`src/rtl/seg7_pkg.sv`:
```
// Shared constants and types for the four-digit 7-segment scan driver.
// Latency: n/a (definitions only).
// Backpressure: n/a.
package seg7_pkg;

   localparam int DIGIT_W = 4;
   localparam int DIGIT_N = 4;

   typedef logic [DIGIT_W-1:0] digit_t;
   typedef logic [1:0]         idx_t;

   // Active-high segment codes, bit order {g,f,e,d,c,b,a}
   localparam logic [6:0] SEG_BLANK = 7'h00;
   localparam logic [6:0] SEG_DASH  = 7'h40;
   localparam logic [6:0] SEG_0     = 7'h3F;
   localparam logic [6:0] SEG_1     = 7'h06;
   localparam logic [6:0] SEG_2     = 7'h5B;
   localparam logic [6:0] SEG_3     = 7'h4F;
   localparam logic [6:0] SEG_4     = 7'h66;
   localparam logic [6:0] SEG_5     = 7'h6D;
   localparam logic [6:0] SEG_6     = 7'h7D;
   localparam logic [6:0] SEG_7     = 7'h07;
   localparam logic [6:0] SEG_8     = 7'h7F;
   localparam logic [6:0] SEG_9     = 7'h6F;

endpackage

```
`src/rtl/seg7_decode.sv`:
```
// BCD digit to active-high 7-segment pattern; non-decimal codes show a dash.
// Latency: combinational, zero cycles.
// Backpressure: none.
module seg7_decode
   import seg7_pkg::*;
(
   input  logic [DIGIT_W-1:0] digit,
   output logic [6:0]         seg
);

   // Table lookup, dash for A..F
   always_comb begin
      seg = SEG_DASH;
      case (digit)
         4'd0:    seg = SEG_0;
         4'd1:    seg = SEG_1;
         4'd2:    seg = SEG_2;
         4'd3:    seg = SEG_3;
         4'd4:    seg = SEG_4;
         4'd5:    seg = SEG_5;
         4'd6:    seg = SEG_6;
         4'd7:    seg = SEG_7;
         4'd8:    seg = SEG_8;
         4'd9:    seg = SEG_9;
         default: seg = SEG_DASH;
      endcase
   end

endmodule

```
`src/rtl/seg7_scan_driver.sv`:
```
// Time-multiplexed 4-digit common-anode display driver with per-frame digit snapshot.
// Latency: outputs registered from next-state cnt/idx/shadow; snapshot visible in the slot after the frame pulse.
// Backpressure: none, free-running scan. Optional SEG7_LZB_EN enables leading-zero blanking.
module seg7_scan_driver
   import seg7_pkg::*;
#(
   parameter int REFRESH_DIV    = 50000,
   parameter int DEADTIME       = 500,
   parameter int SEG_ACTIVE_LOW = 1,
   parameter int AN_ACTIVE_LOW  = 1
)(
   input  logic               clk,
   input  logic               rst,
   input  logic [DIGIT_W-1:0] Qdata3,
   input  logic [DIGIT_W-1:0] Qdata2,
   input  logic [DIGIT_W-1:0] Qdata1,
   input  logic [DIGIT_W-1:0] Qdata0,
   output logic [6:0]         seg,
   output logic [DIGIT_N-1:0] an,
   output logic               frame
);

   localparam int                 CNT_W   = (REFRESH_DIV > 1) ? $clog2(REFRESH_DIV) : 1;
   localparam logic [CNT_W-1:0]   CNT_MAX = CNT_W'(REFRESH_DIV - 1);
   localparam logic [6:0]         SEG_OFF = (SEG_ACTIVE_LOW != 0) ? ~SEG_BLANK : SEG_BLANK;
   localparam logic [DIGIT_N-1:0] AN_OFF  = (AN_ACTIVE_LOW != 0) ? '1 : '0;

   logic [CNT_W-1:0]         cnt, cnt_nxt;
   idx_t                     idx, idx_nxt;
   digit_t [DIGIT_N-1:0]     shadow, shadow_nxt;
   logic                     tick;
   logic                     frame_nxt;
   logic                     in_dead;
   logic                     lz_blank;
   digit_t                   digit_sel;
   logic [6:0]               seg_dec;
   logic [6:0]               seg_ah;
   logic [DIGIT_N-1:0]       an_ah;
   logic [6:0]               seg_nxt;
   logic [DIGIT_N-1:0]       an_nxt;

   // Prescaler, slot index and end-of-frame snapshot
   always_comb begin
      tick       = (cnt == CNT_MAX);
      cnt_nxt    = tick ? '0 : cnt + CNT_W'(1);
      idx_nxt    = tick ? idx + 2'd1 : idx;
      frame_nxt  = tick && (idx == idx_t'(DIGIT_N - 1));
      shadow_nxt = frame_nxt ? {Qdata3, Qdata2, Qdata1, Qdata0} : shadow;
   end

   // Anode dead-time at the start of each slot; compiled away when zero
   if (DEADTIME == 0) begin : g_no_dead
      assign in_dead = 1'b0;
   end else begin : g_dead
      localparam logic [CNT_W-1:0] DEAD_END = CNT_W'(DEADTIME);
      assign in_dead = (cnt_nxt < DEAD_END);
   end

`ifdef SEG7_LZB_EN
   // A digit is blank when it and every more significant digit are zero; units always shown
   always_comb begin
      lz_blank = 1'b0;
      case (idx_nxt)
         2'd3:    lz_blank = (shadow_nxt[3] == '0);
         2'd2:    lz_blank = (shadow_nxt[3] == '0) && (shadow_nxt[2] == '0);
         2'd1:    lz_blank = (shadow_nxt[3] == '0) && (shadow_nxt[2] == '0) && (shadow_nxt[1] == '0);
         default: lz_blank = 1'b0;
      endcase
   end
`else
   assign lz_blank = 1'b0;
`endif

   assign digit_sel = shadow_nxt[idx_nxt];

   seg7_decode u_decode (
      .digit (digit_sel),
      .seg   (seg_dec)
   );

   // Select active digit or blank, then apply output polarity last
   always_comb begin
      seg_ah = seg_dec;
      an_ah  = '0;
      if (in_dead || lz_blank) begin
         seg_ah = SEG_BLANK;
      end else begin
         an_ah[idx_nxt] = 1'b1;
      end
      seg_nxt = (SEG_ACTIVE_LOW != 0) ? ~seg_ah : seg_ah;
      an_nxt  = (AN_ACTIVE_LOW != 0)  ? ~an_ah  : an_ah;
   end

   // State and registered outputs; async reset returns to blank slot 0
   always_ff @(posedge clk or negedge rst) begin
      if (!rst) begin
         cnt    <= '0;
         idx    <= '0;
         shadow <= '0;
         frame  <= 1'b0;
         seg    <= SEG_OFF;
         an     <= AN_OFF;
      end else begin
         cnt    <= cnt_nxt;
         idx    <= idx_nxt;
         shadow <= shadow_nxt;
         frame  <= frame_nxt;
         seg    <= seg_nxt;
         an     <= an_nxt;
      end
   end

endmodule

```
`config.mk`:
```
export PLATFORM = sky130hd
export DESIGN_NAME = seg7_scan_driver
export DESIGN_NICKNAME = d
export VERILOG_FILES = /design/src/rtl/seg7_pkg.sv /design/src/rtl/seg7_decode.sv /design/src/rtl/seg7_scan_driver.sv
export SDC_FILE = /design/constraint.sdc
export NUM_CORES = 1
export LEC_CHECK = 0
export BUFFER_PORTS_ARGS = -buffer_cell sky130_fd_sc_hd__buf_4
export CAP_MARGIN = 20
export CORE_MARGIN = 2
export CORE_UTILIZATION = 65
export CTS_BUF_LIST = sky130_fd_sc_hd__clkbuf_4 sky130_fd_sc_hd__clkbuf_8
export DETAILED_ROUTE_END_ITERATION = 8
export PLACE_DENSITY = 0.87
export SYNTH_ARGS = -nofsm -noshare
export SYNTH_HDL_FRONTEND = slang
export SYNTH_SLANG_ARGS = --single-unit
```
`constraint.sdc`:
```
create_clock -name clk -period 8.1 [get_ports clk]
set_input_delay 1.62 -clock clk [delete_from_list [all_inputs] [get_ports clk]]
set_output_delay 1.62 -clock clk [all_outputs]
set_load 0.005 [all_outputs]
```
-- Word-level counts from Yosys, hierarchy flattened
Memory sizes are Yosys's and may differ from the RTL's.
Index checks and enable logic that the tools add are counted.
- $add $sub $neg: 2
- magnitude comparators: 3
- eq/ne operators: 2
- muxes and demuxes: 9
- bitwise operators: 2
- reductions and logical operators: 2
- operator list (cell ; count):
    $mux W16 ; 2
    $add A16 B1 Y16 const B ; 1
    $eq A16 B16 Y1 const B ; 1
    $lt A16 B9 Y1 const B ; 1
    $bmux W4 S2 ; 1
    $mux W4 ; 2
    $mux W7 ; 1
    $not A7 Y7 ; 1
    $not A4 Y4 ; 1
    $lt A2 B3 Y1 const B ; 1
    $add A2 B1 Y2 const B ; 1
    $demux W1 S2 ; 1
    $eq A2 B2 Y1 const B ; 1
    $ge A2 B1 Y1 const B ; 1
    $logic_and A1 B1 Y1 ; 2
    $mux W2 ; 1
    $mux W1 ; 1
- flip-flop bits (word level): 46
- bits in read-only memories: 112
- input port bits: 18
- output and inout port bits: 12
- word-level logic and storage cells: 30
- memories: 1
- memories (memory ; words ; bits a word ; read ports ; clocked after memory_dff ; write ports ; RTL line ; RTL):
    (no name shown) ; 16 ; 7 ; 1 ; 0 ; 0 ; seg7_decode.sv:14 ; case (digit)

-- Depth between registers and ports, before layout
Gate-level depths: netlist of the first run.
- word-level depth: 8
- mapped depth: 14
- mapped depth without buffers: 12

-- Hierarchy
From an unflattened synthesis of the first run, not the netlist that was laid out.
- cells, all modules: 220
- area total of the unflattened synthesis: 2553.7 um2
- modules (own cells, without submodules) (module ; times used ; cells an instance ; area each (um2)):
    seg7_scan_driver ; 1 ; 191 ; 2328.5
    seg7_decode ; 1 ; 29 ; 225.2

-- Least setup slack after synthesis of the first run
No wires, ideal clock.
- kind: input to register
- from: input Qdata3[3]
- to: register seg[0]
- setup time: 73 ps
- data arrival time: 3105 ps
- slack: 4922 ps
- stages: 6
- path buffers: 0
- cell sequence: mux2_2 mux4_1 and2_1 a211o_1 and4bb_1 a21oi_1
- longest elaborated chain between the ends: 6
- RTL lines (element ; RTL line ; RTL):
    from (decl) ; seg7_scan_driver.sv:14 ; input logic [DIGIT_W-1:0] Qdata3,
    $mux W16 ; seg7_scan_driver.sv:48 ; shadow_nxt = frame_nxt ? {Qdata3, Qdata2, Qdata1, Qdata0} : shadow;
    $bmux W4 S2 ; seg7_scan_driver.sv:74 ; assign digit_sel = shadow_nxt[idx_nxt];
    $mux W4 (implied by the code) ; seg7_scan_driver.sv:74 ;
    $mem_v2 Z16 W7 ; -- ;
    $mux W7 ; seg7_scan_driver.sv:85 ; if (in_dead || lz_blank) begin
    $not A7 Y7 ; seg7_scan_driver.sv:90 ; seg_nxt = (SEG_ACTIVE_LOW != 0) ? ~seg_ah : seg_ah;
    named net seg_nxt[0] ; seg7_scan_driver.sv:39 ; logic [6:0] seg_nxt;
    to (signal assigned) ; seg7_scan_driver.sv:108 ; seg <= seg_nxt;
    to (decl) ; seg7_scan_driver.sv:18 ; output logic [6:0] seg,
The timed path passes the listed nets, and every way through them passes these cells. The select of a mux whose other input is x is not followed.

-- Final worst setup path of the first run
- from: register cnt[4]
- to: register seg[3]
- longest elaborated chain between the ends: 8
- elaborated cells between the ends (all ways): 12
- those cells by class: add/sub (1); order compare (1); eq/ne (1); mux (6); bitwise (1); reduce/logical (1); memory (1)
- RTL lines (element ; RTL line ; RTL):
    from (decl) ; seg7_scan_driver.sv:28 ; logic [CNT_W-1:0] cnt, cnt_nxt;
    from (signal assigned) ; seg7_scan_driver.sv:104 ; cnt <= cnt_nxt;
    branches (longest 6 deep; another with $add A16 B1 Y16) ; -- ;
    $mux W7 (*) ; seg7_scan_driver.sv:85 ;
    $not A7 Y7 (*) ; seg7_scan_driver.sv:90 ;
    named net seg_nxt[3] ; seg7_scan_driver.sv:39 ;
Mark *: on every way through the listed nets, which the timed path passes. The select of a mux whose other input is x is not followed.

==> flow_summary.yaml, run 1 <==
timing:
  finalSetupTns_ns: 0
  slew_headroom_pct: 37.1
  hold_viol_final: 0
  finalSetupViolations: 0
  post-route-period-util_pct: 43.4
  tightest_slew_ns: 0.936
  rsz0062_at_grt: "false"
  min_period_ns: 3.51
  fmax_ghz: 0.285
  slew_viol_final: 0
  skew_ns: 0.00552
detailed_routing:
  route.detailed.drc: 0
  finalWirelength_um: 5300
  vias: 1959
  wl_per_cell_um: 16.7
  antenna_left: 0
  drt_iter0_markers: 106
  avgViaCountPerCell: 6.18
  firstDrtPassIters: 4
clock_network:
  holdBufCountCts: 0
  htreeDepth: 2
  cts-resized-gates: 0
  clk_latency_ns: 0.30
  postCtsSetupBuffers: 0
  max-clock-path-buffers: 2
  tritoncts: "yes"
  cts-root-buf: "clkbuf_8"
  cts.clk_slew.worst_paths_ns: 0.08
  cts_buffers: 5
  numClockSinks: 46
critical_path:
  crit-reg2reg-launch: "cnt[4]"
  r2r_end: "seg[3]"
  reg2reg_depth: 10
  cp_max_fo: 15
  cp-start-kind: "register"
  cp-end-kind: "register"
  cp.arrival_ns: 3.75
  critPathKind: "register to register"
  required_ns: 8.33
  rrSetupSlack_ns: 4.59
logic_synthesis:
  yosysSeqAreaShare_pct: 42.8
  async_reset_ff_share_pct: 100
  synth_cell_types: 57
  synth.net_count: 270
  ys_seq_elements: 46
  synth_ff_type: "dfrtp_1"
  synth_area_leaders: "dfrtp_1 (32%), dfstp_2 (11%), mux2_2 (9.9%), ha_1 (3.7%), xnor2_1 (3.2%)"
  netlist_instances: 244
  ys.warnings.count: 0
  synth_edf_count: 0
  synth_area_mm2: 0.00272
  synthDominantCellAreaShare_pct: 32.2
  synth_area_per_cell_um2: 11.2
  synth_top_area_cell: "dfrtp_1"
cells_and_area:
  num_antenna_cells: 0
  final_cell_mix: "dfrtp_1 (35), buf_4 (29), mux2_2 (24)"
  area_delta_synth_final_pct: 9.97
  drive_gt1_share_pct: 32.2
  postLayoutCellArea_mm2: 0.00300
  fin_nets: 292
  layout_commonest_cell: "dfrtp_1"
power_and_ir_drop:
  irDropWorstVdd_mv: 0.110
  p_leak_uw: 0.00131
  power.density_mw_per_mm2: 137
placement:
  dp_hpwl_um: 3720
  place_congestion: 0.875
  portBuffers: 29
  dpl_cell_area_mm2: 0.00290
floorplan:
  die_y_um: 68.7
  io_pins: 30
  dieArea_mm2: 0.00472
  die_w_um: 68.7
  initial_core_util_pct: 67.6
  core_area_mm2: 0.00403
  num_rows: 23
grt:
  grt_max_degree: 47
  antenna_found_initial: 0
  first_global_vias: 1883
  track_usage_pct: 25.1
  gr-total-overflow: 0
  grt_pass1_wl_um: 8750
hold_path:
  min_delay_worst_endpoint: "shadow[12]"
  min_path_cells: 1
  hold_class: "register to register"
  hold_start: "shadow[12]"
run:
  drv_cap: 0
run_status:
  status: "complete, no violations"
## logic make-up after synthesis
logic type                 after synthesis  share of synthesized area (%)
AOI/OAI and AO/OA                       34                           9.10
xor gates and xnor gates                14                           4.50
adders and majority gates                8                           3.67
buffers and inverters                   24                           5.19
DFF                                     46                           42.8
muxes                                   36                           15.6
and+or+nand+nor                         82                           19.2
## state kept, by name, summed over array words and instances (netlist names)
signal,cells
cnt,16
shadow,16
seg,7
an,4
idx,2
frame,1
## per-stage QoR
stage | util (%) | hold slack (ns) | worst slack (ns) | std cells | total power [uW]
6_report | 74.3 | 0.499 | 4.59 | 317 | 412
5_1_grt | 74.3 | 0.526 | 4.31 | 317 | 426
4_1_cts | 74.3 | 0.502 | 4.62 | 317 | 414
3_5_place_dp | 72.0 | 0.485 | 4.58 | 309 | 269
3_3_place_gp | 72.0 | 0.479 | 4.66 | 309 | 267
2_1_floorplan | - | 0.463 | 4.92 | 244 | 254
## how the worst max path moves through the flow
stage          startpoint  slack, ns  cells past startpoint     end
2_1_floorplan   Qdata3[3]       4.92                      6  seg[0]
3_3_place_gp    Qdata3[3]       4.66                      7  seg[5]
3_5_place_dp    Qdata3[3]       4.58                      7  seg[5]
4_1_cts            idx[0]       4.62                     11  seg[3]
5_1_grt            cnt[0]       4.31                     12  seg[3]
6_report           cnt[4]       4.59                     10  seg[3]
## synthesized netlist by cell type, types with 3 or more instances
cell / number
xnor2_1: 10
and3_1: 4
clkbuf_1: 4
o211ai_1: 3
nor4_1: 5
nor3b_1: 4
xor2_1: 4
nand4_1: 5
dfstp_2: 11
mux2i_1: 8
nor3_1: 6
mux2_2: 24
o21ai_0: 8
buf_4: 3
ha_1: 8
inv_1: 10
nand2_1: 9
a21oi_1: 6
buf_6: 5
nor2_1: 11
and2_1: 5
nand3_1: 13
a211o_1: 3
dfrtp_1: 35
## final cells by class
class	instances	area [um2]
fill	299	1030
sequential	46	1160
timing repair buffer	29	218
multi-input combinational	174	1420
clock buffer	7	90.1
inverter	10	37.5
tap	50	62.6
clock inverter	1	5.00
## where the power goes
part           internal [uW]  switching [uW]  leakage, uW
sequential               234            2.06     0.000553
combinational           14.4            14.0     0.000706
clock                   72.3            75.3    0.0000517
## critical path: stages, from the launching register on
cell and delay, ns:
dfrtp_1 0.47, or4b_4 0.60, nor4_4 0.83, and3_2 0.32
nor2_1 0.05, o221ai_2 0.37, inv_1 0.18, ha_1 0.33
inv_1 0.06, mux2i_1 0.07, a21oi_1 0.16
## layer usage
| layer | part of all wire, % | global-route usage, % | routed length, um | up-vias |
|---|---|---|---|---|
| met5 | 0 | 0 | 0 | - |
| met4 | 1.9 | 8.58 | 99 | 0 |
| met3 | 4.8 | 5.84 | 257 | 11 |
| met2 | 48 | 39.3 | 2540 | 59 |
| met1 | 45 | 34.2 | 2400 | 952 |
| li1 | - | - | - | 937 |
Power figures use the tool's default switching activity.
==> inputs of run 2 (changes only) <==
--- a/config.mk
+++ b/config.mk
@@ -8,10 +8,10 @@
 export BUFFER_PORTS_ARGS = -buffer_cell sky130_fd_sc_hd__buf_4
 export CAP_MARGIN = 20
 export CORE_MARGIN = 2
-export CORE_UTILIZATION = 65
+export CORE_UTILIZATION = 61
 export CTS_BUF_LIST = sky130_fd_sc_hd__clkbuf_4 sky130_fd_sc_hd__clkbuf_8
 export DETAILED_ROUTE_END_ITERATION = 8
-export PLACE_DENSITY = 0.87
+export PLACE_DENSITY = 0.83
 export SYNTH_ARGS = -nofsm -noshare
 export SYNTH_HDL_FRONTEND = slang
 export SYNTH_SLANG_ARGS = --single-unit
==> constraint.sdc (replaced) <==
create_clock -name clk -period 3.69 [get_ports clk]
set_input_delay 0.738 -clock clk [delete_from_list [all_inputs] [get_ports clk]]
set_output_delay 0.738 -clock clk [all_outputs]
set_load 0.005 [all_outputs]
==> run 2 against run 1 <==
Count of clock-buffer cells in the layout shrank 2. Sequential cell count did not move. Utilization is 3.8 points lower. Fmax increased by 9.1%. Clock power increased by 150%. Sequential share of layout area shrank 0.69 points. Cell area up 1.8%. Combinational power grew 110%. Clock skew up 0.0042 ns. Setup slack worse by 4.1 ns. Critical path depth stayed put. Register-to-register slack worse by 4.1 ns. Largest cell class unchanged. Highest routed layer unchanged.
==> flow_summary.yaml, run 2 (synthesis results as in run 1) <==
run_status:
  status: "complete, no violations"
power_and_ir_drop:
  p_comb_share_pct: 6.4
  switching_power_uw: 203
  clkPwrFrac_pct: 38.9
  p_leak_uw: 0.00134
  power.density_mw_per_mm2: 311
  p_seq_share_pct: 54.7
  irDropWorstVdd_mv: 0.178
  swShare_pct: 21.4
  power.internal_uw: 744
cells_and_area:
  post-route-util_pct: 70.5
  final_cell_mix: "dfrtp_1 (35), buf_4 (34), mux2_2 (24)"
  fillerInstances: 321
  post_layout_nonfiller_instances: 324
  area_delta_synth_final_pct: 11.9
  drive_gt1_share_pct: 33.5
  layout_commonest_cell: "dfrtp_1"
  num_antenna_cells: 0
  largestRegisters: "cnt (16), shadow (16), seg (7)"
  fin_nets: 297
detailed_routing:
  avgViaCountPerCell: 6.15
  firstDrtPassIters: 5
  wl_per_cell_um: 16.8
  drt_iter0_markers: 162
  antenna_left: 0
  finalWirelength_um: 5450
  vias: 1993
  route.detailed.drc: 0
timing:
  post-route-period-util_pct: 87.3
  fmax_ghz: 0.311
  slew_viol_final: 0
  finalSetupTns_ns: 0
  min_period_ns: 3.22
  tightest_slew_ns: 0.576
  slew_headroom_pct: 61.6
  hold_viol_final: 0
  rsz0062_at_grt: "false"
  layout_setup_ws_ns: 0.470
  skew_ns: 0.00976
  finalSetupViolations: 0
floorplan:
  die_w_um: 70.8
  die_y_um: 70.8
  io_pins: 30
  dieArea_mm2: 0.00502
  num_rows: 24
  core_area_mm2: 0.00432
  initial_core_util_pct: 63.0
clock_network:
  htreeDepth: 2
  clk_latency_ns: 0.30
  holdBufCountCts: 0
  max-clock-path-buffers: 2
  numClockSinks: 46
  cts-resized-gates: 0
  tritoncts: "yes"
  cts.clk_slew.worst_paths_ns: 0.08
  cts_buffers: 5
  postCtsSetupBuffers: 0
  cts-root-buf: "clkbuf_8"
critical_path:
  required_ns: 3.91
  rrSetupSlack_ns: 0.47
  cpMaxStageDelayCell: "or4b_4"
  cp_max_fo: 8
  critPathKind: "register to register"
  max_stage_delay_ns: 0.60
  cp-start-kind: "register"
  cp-end-kind: "register"
  cp_cell_sequence: "or4b_4 -> nor4_4 -> buf_4 -> and3_2 -> nor2_1 -> o221ai_2 -> inv_1 -> ha_1 -> a21oi_1 -> o21ai_0"
  cp.arrival_ns: 3.44
grt:
  gr-total-overflow: 0
  track_usage_pct: 23.6
  antenna_found_initial: 0
  grt_max_degree: 47
  first_global_vias: 2003
  grt_pass1_wl_um: 9360
placement:
  dp_hpwl_um: 3940
  pre_cts_ws_ns: 0.514
  portBuffers: 29
  place_congestion: 0.910
  post-place-cells: 316
hold_path:
  hold_class: "primary input to async pin"
run:
  drv_cap: 0
==> run 2: cell count changes in the layout (fill, tap and decap cells not counted) <==
cell       delta
buf_4         +5
clkinv_2      +1
clkbuf_8      -1
bufinv_16     +1
clkbuf_4      -1
==> run 2: worst max-delay path: cells and delay by family (launching register included) <==
family,cells,cell delay (ns)
simple gates,4,1.33
buf+inv,2,0.40
flops,1,0.47
fa+ha+maj,1,0.32
compound gates,3,0.63
==> run 2: cell type report <==
type	count	area [um2]	share of cell area, %
multi-input combinational	174	1420	46.5
timing repair buffer	34	255	8.37
sequential	46	1160	38.2
clock inverter	3	40.0	1.31
clock buffer	5	68.8	2.26
tap	52	65.1	2.13
inverter	10	37.5	1.23
==> run 2: final timing paths <==
| check | from | end | depth (start not counted) |
|---|---|---|---|
| hold reg to reg | shadow[12] | shadow[12] | 1 |
| setup reg to reg | cnt[4] | seg[1] | 10 |
| setup / recovery | cnt[4] | seg[1] | 10 |
| max in group asynchronous | rst | cnt[0] | 1 |
| hold / removal | rst | shadow[13] | 1 |
| min in group clk | shadow[12] | shadow[12] | 1 |
==> run 2: through the flow <==
step | hold WS (ns) | power, uW | instance area, um2
floorplan | 0.442 | 558 | 2720
CTS | 0.449 | 953 | 3050
detailed placement | 0.482 | 589 | 2940
finish | 0.425 | 947 | 3050
global route | 0.479 | 982 | 3050
global placement | 0.474 | 586 | 2940
==> run 2: routing by layer <==
layer	vias up	wire length, um	part of all wire, %	GRT usage [%]
met5	-	0	0	0
met4	0	108	2.0	9.64
met3	14	322	5.9	4.56
met2	65	2590	47	37.2
met1	968	2430	45	32.3
li1	946	-	-	-
==> run 2: power groups by stage <==
stage                     sequential (uW)  clock, uW  combinational [uW]
final                                 518        368                60.7
after global routing                  519        395                68.3
after CTS                             518        373                61.7
after detailed placement              528          0                61.3
after global placement                527          0                59.7
after floorplan                       526          0                32.2
